`config.mk`:
```
export PLATFORM = sky130hd
export DESIGN_NAME = prog_loader
export DESIGN_NICKNAME = d
export VERILOG_FILES = /design/src/rtl/prog_loader.sv
export SDC_FILE = /design/constraint.sdc
export NUM_CORES = 1
export LEC_CHECK = 0
export ABC_AREA = 0
export CORE_MARGIN = 5
export CORE_UTILIZATION = 45
export DETAILED_ROUTE_END_ITERATION = 6
export GPL_TIMING_DRIVEN = 0
export MAX_ROUTING_LAYER = met4
export PLACE_DENSITY_LB_ADDON = 0.15
export SYNTH_ARGS = -nofsm -noshare
export SYNTH_HDL_FRONTEND = slang
export SYNTH_SLANG_ARGS = --single-unit
export TNS_END_PERCENT = 50
```
`constraint.sdc`:
```
create_clock -name CLK -period 1.7 [get_ports CLK]
set_input_delay 0.255 -clock CLK [delete_from_list [all_inputs] [get_ports CLK]]
set_output_delay 0.255 -clock CLK [all_outputs]
set_load 0.02 [all_outputs]
```
`src/rtl/prog_loader.sv`:
```
// Boot loader: parses an A5/length/payload frame from the UART and writes 16-bit words to program RAM.
// Optional trailing checksum byte is enabled with `define PROG_LOADER_CHECKSUM_EN.
module prog_loader #(
  parameter int BITS         = 16,
  parameter int ADDRESS_BITS = 8
) (
  input  logic                    CLK,
  input  logic                    RST,
  input  logic [7:0]              RX_DATA,
  input  logic                    RX_VALID,
  output logic                    RX_READY,
  output logic [ADDRESS_BITS-1:0] MEM_ADDRESS,
  output logic [BITS-1:0]         MEM_DATA_OUT,
  output logic                    MEM_WR,
  output logic                    CPU_HOLD,
  output logic                    DONE,
  output logic                    ERROR
);

  localparam logic [7:0]  SYNC     = 8'hA5;
  localparam logic [16:0] CAPACITY = 17'(1) << ADDRESS_BITS;

  typedef enum logic [2:0] {
    S_IDLE,
    S_LEN_HI,
    S_LEN_LO,
    S_DATA_HI,
    S_DATA_LO,
`ifdef PROG_LOADER_CHECKSUM_EN
    S_CHK,
`endif
    S_DONE,
    S_ERROR
  } state_t;

`ifdef PROG_LOADER_CHECKSUM_EN
  localparam state_t AFTER_PAYLOAD = S_CHK;
`else
  localparam state_t AFTER_PAYLOAD = S_DONE;
`endif

  state_t                  state;
  state_t                  state_next;
  logic [15:0]             len;
  logic [ADDRESS_BITS-1:0] counter;
  logic [7:0]              hi_byte;
  logic                    accept;
  logic [15:0]             len_full;
  logic [16:0]             count_plus;
  logic                    len_too_big;
  logic                    len_zero;
  logic                    last_word;
`ifdef PROG_LOADER_CHECKSUM_EN
  logic [7:0]              sum;
`endif

  assign accept      = RX_VALID && RX_READY;
  assign len_full    = {len[15:8], RX_DATA};
  assign len_too_big = {1'b0, len_full} > CAPACITY;
  assign len_zero    = (len_full == 16'd0);
  assign count_plus  = 17'(counter) + 17'd1;
  assign last_word   = (count_plus == {1'b0, len});

  always_ff @(posedge CLK or posedge RST) begin
    if (RST) state <= S_IDLE;
    else     state <= state_next;
  end

  always_comb begin
    state_next = state;
    if (accept) begin
      unique case (state)
        S_IDLE:    if (RX_DATA == SYNC) state_next = S_LEN_HI;
        S_LEN_HI:  state_next = S_LEN_LO;
        S_LEN_LO: begin
          if (len_too_big)   state_next = S_ERROR;
          else if (len_zero) state_next = AFTER_PAYLOAD;
          else               state_next = S_DATA_HI;
        end
        S_DATA_HI: state_next = S_DATA_LO;
        S_DATA_LO: state_next = last_word ? AFTER_PAYLOAD : S_DATA_HI;
`ifdef PROG_LOADER_CHECKSUM_EN
        S_CHK:     state_next = (RX_DATA == sum) ? S_DONE : S_ERROR;
`endif
        S_DONE, S_ERROR: if (RX_DATA == SYNC) state_next = S_LEN_HI;
        default:   state_next = S_IDLE;
      endcase
    end
  end

  always_comb begin
    RX_READY = !MEM_WR;
    DONE     = (state == S_DONE);
    ERROR    = (state == S_ERROR);
    CPU_HOLD = (state != S_DONE);
  end

  // The high byte is staged separately so the write port stays stable until the next write.
  always_ff @(posedge CLK or posedge RST) begin
    if (RST) begin
      len          <= '0;
      counter      <= '0;
      hi_byte      <= '0;
      MEM_ADDRESS  <= '0;
      MEM_DATA_OUT <= '0;
      MEM_WR       <= 1'b0;
`ifdef PROG_LOADER_CHECKSUM_EN
      sum          <= '0;
`endif
    end else begin
      MEM_WR <= 1'b0;
      if (accept) begin
        unique case (state)
          S_LEN_HI: len[15:8] <= RX_DATA;
          S_LEN_LO: begin
            len[7:0] <= RX_DATA;
            counter  <= '0;
`ifdef PROG_LOADER_CHECKSUM_EN
            sum      <= '0;
`endif
          end
          S_DATA_HI: begin
            hi_byte <= RX_DATA;
`ifdef PROG_LOADER_CHECKSUM_EN
            sum     <= sum + RX_DATA;
`endif
          end
          S_DATA_LO: begin
            MEM_DATA_OUT <= {hi_byte, RX_DATA};
            MEM_ADDRESS  <= counter;
            MEM_WR       <= 1'b1;
            counter      <= counter + ADDRESS_BITS'(1);
`ifdef PROG_LOADER_CHECKSUM_EN
            sum          <= sum + RX_DATA;
`endif
          end
          default: ;
        endcase
      end
    end
  end

endmodule
```
==> flow_metrics.tcl <==
set metrics [dict create \
    fmax_mhz 517.4 \
    cts-htree-levels 3 \
    syn_area_per_cell_um2 9.952 \
    clockBufferDepth 2 \
    fin_nets 352 \
    post_drt_via_cell_ratio 5.367 \
    pin_count 40 \
    setup_tns_ps -449.5 \
    cp.required_ps 1900 \
    fin_cells 420 \
    crit_path_max_fanout 3 \
    grt_max_degree 61 \
    grt-ovfl-total 0 \
    power.density_nw_per_um2 1603 \
    vias 2254 \
    min_period_ps 1933 \
    synthArstFlopShare_pct 100.0 \
    worst_slack_ps -232.9 \
    wl_um 6658 \
    clock_skew_ps 7.593 \
    yosys_most_used_dff "dfrtp_1" \
    start_util_pct 46.91 \
    drtAntennaViolNets 0 \
    cts_root_buf "clkbuf_8" \
    yosysTopAreaCellShare_pct 53.12 \
    port_buffers 39 \
    setup_viol 3 \
    synth-edff-count 0 \
    nFillCells 534 \
    cts_tree "built" \
    hp-class "input port to asynchronous set/reset pin" \
    synth_most_common_cell "nand2_1" \
    rsz0062_at_grt "yes" \
    synth_common_cells "nand2_1, dfrtp_1, mux2_2, nor2_1, o21ai_0" \
    ys_ff_latch 60 \
    drt_iter0_markers 91 \
    yosysUniqueCellTypes 48 \
    gp_congestion 0.8409 \
    status "complete, but fails checks" \
    hold_buffers 0 \
    yosysWarnings 0 \
    violations "setup timing" \
    crit_path_end_kind "flip-flop" \
    synthesis.nets 296 \
    syn_inst 284 \
    rows 28 \
    drive_gt1_share_pct 22.32 \
    grt_use_total_pct 19.95 \
    antenna_found_initial 0 \
    p_leak_nw 1.652 \
    cts_num_sinks 60 \
    die_w_um 89.25 \
    arrival_ps 2140 \
    peakVddDrop_mv 0.9033 \
    syn-cell-area_um2 2826 \
    tightest_slew_ps 616.5 \
    synth_area_leader_cell "dfrtp_1" \
    final.period_utilization_pct 113.7 \
    relSlewSlack_pct 58.81 \
    grt_pass1_wl_um 11500 \
    area_growth_pct 29.17 \
    post_drt_wl_per_cell_um 15.85 \
    maxSlewViolCount 0 \
    drv_cap 0 \
    clk_latency_ps 340 \
    n_antenna_cell 0 \
    utilization_pct 60.59 \
    dp_cells 398 \
    die_area_um2 7966 \
    dp_hpwl_um 4425 \
    core_area_um2 6026 \
    clk_pin_slew_ps 70 \
    grt_pass1_vias 2387 \
    drc 0 \
    yosysSeqAreaShare_pct 53.12 \
    numCtsBuffers 9 \
    synthTopCellsByArea "dfrtp_1, nand2_1, mux2_2, o21ai_0, xor2_1" \
    hold_viol 0 \
    worstSetupPathType "flip-flop to flip-flop" \
    dr.pass1.iters 4 \
    die_y_um 89.25 \
    start_kind "flip-flop" \
]
## what timing repair did
action                     CTS  global route
pin swaps                   10             2
buffers inserted             8             0
resized for setup           42            10
setup endpoints to repair   63            41
## flip-flops by register name, indices dropped and copies added (netlist names)
name,count
MEM_ADDRESS,8
MEM_DATA_OUT,16
MEM_WR,1
counter,8
hi_byte,8
len,16
state,3
## cells in the final DEF (no fill, tap or decap), drive strengths merged, types with 3 or more instances in the layout
cell type and count:
nand2 85, inv 5, clkdlybuf4s50 30, nand3 6, a21oi 4, nor3 4
clkinvlp 3, buf 18, clkbuf 19, dlygate4sd2 5, nor2 12, nor4 5
o21ai 12, dfrtp 60, mux2 23, xnor2 4, xor2 6
## kinds of logic after synthesis
| logic type | share of synthesized area (%) |
|---|---|
| AO/OA/AOI/OAI | 9.474 |
| AND/OR/NAND/NOR | 20.98 |
| buffers and inverters | 3.364 |
| flip-flops | 53.12 |
| XOR/XNOR | 3.099 |
| multiplexers | 9.518 |
| adder cells (fa/ha/maj) | 0.4426 |
## stage by stage
| step | worst slack [ps] | hold WS (ps) | cell area (um2) | total power, W |
|---|---|---|---|---|
| 6_report | -232.9 | 324.8 | 3651 | 0.005853 |
| 3_5_place_dp | -677.0 | 457.0 | 3318 | 0.004584 |
| 4_1_cts | -192.5 | 374.7 | 3617 | 0.005875 |
| 3_3_place_gp | -643.7 | 446.9 | 3318 | 0.004493 |
| 5_1_grt | -317.4 | 386.0 | 3651 | 0.006247 |
| 2_1_floorplan | -71.67 | 360.4 | 2834 | 0.003773 |
## power breakdown
part           internal, W  switching, W
logic              0.00117       0.00113
clock network     0.000564      0.000579
registers          0.00196      0.000447
## final timing paths
path	startpoint	endpoint	slack, ps	cells past startpoint
max reg2reg	counter[0]	state[1]	-230	7
min in group CLK	RX_DATA[1]	MEM_DATA_OUT[1]	380	3
max	counter[0]	state[1]	-230	7
max in group asynchronous	RST	state[2]	810	3
min	RST	MEM_DATA_OUT[3]	320	2
min reg2reg	hi_byte[0]	MEM_DATA_OUT[8]	460	2
## per-layer routing
metal  part of all wire (%)  track usage (%)  up-vias
met5                      0                -        -
met4                    2.0            8.931        0
met3                    4.0            4.424       13
met2                     48            30.68       59
met1                     46            25.22     1102
li1                       -                -     1080
## layout make-up
cell class	instances	area, um2	share of cell area [%]
flip-flops and latches	60	1503	41.16
multi-input cells	201	1291	35.37
inverters	6	26.28	0.7197
clock buffers	12	145.1	3.975
well taps	75	93.84	2.570
plain buffers	14	102.6	2.810
clock inverters	4	25.02	0.6854
repair buffers	48	464.2	12.71
## critical path, cell delays in order, from the launching register on
cell and delay [ps]:
dfrtp_1 430, ha_4 200, buf_6 110, a21o_1 150
a311oi_1 260, a31oi_1 110, a2111oi_4 410, o211ai_1 130
Note: power is estimated with default switching activity, not from simulation.
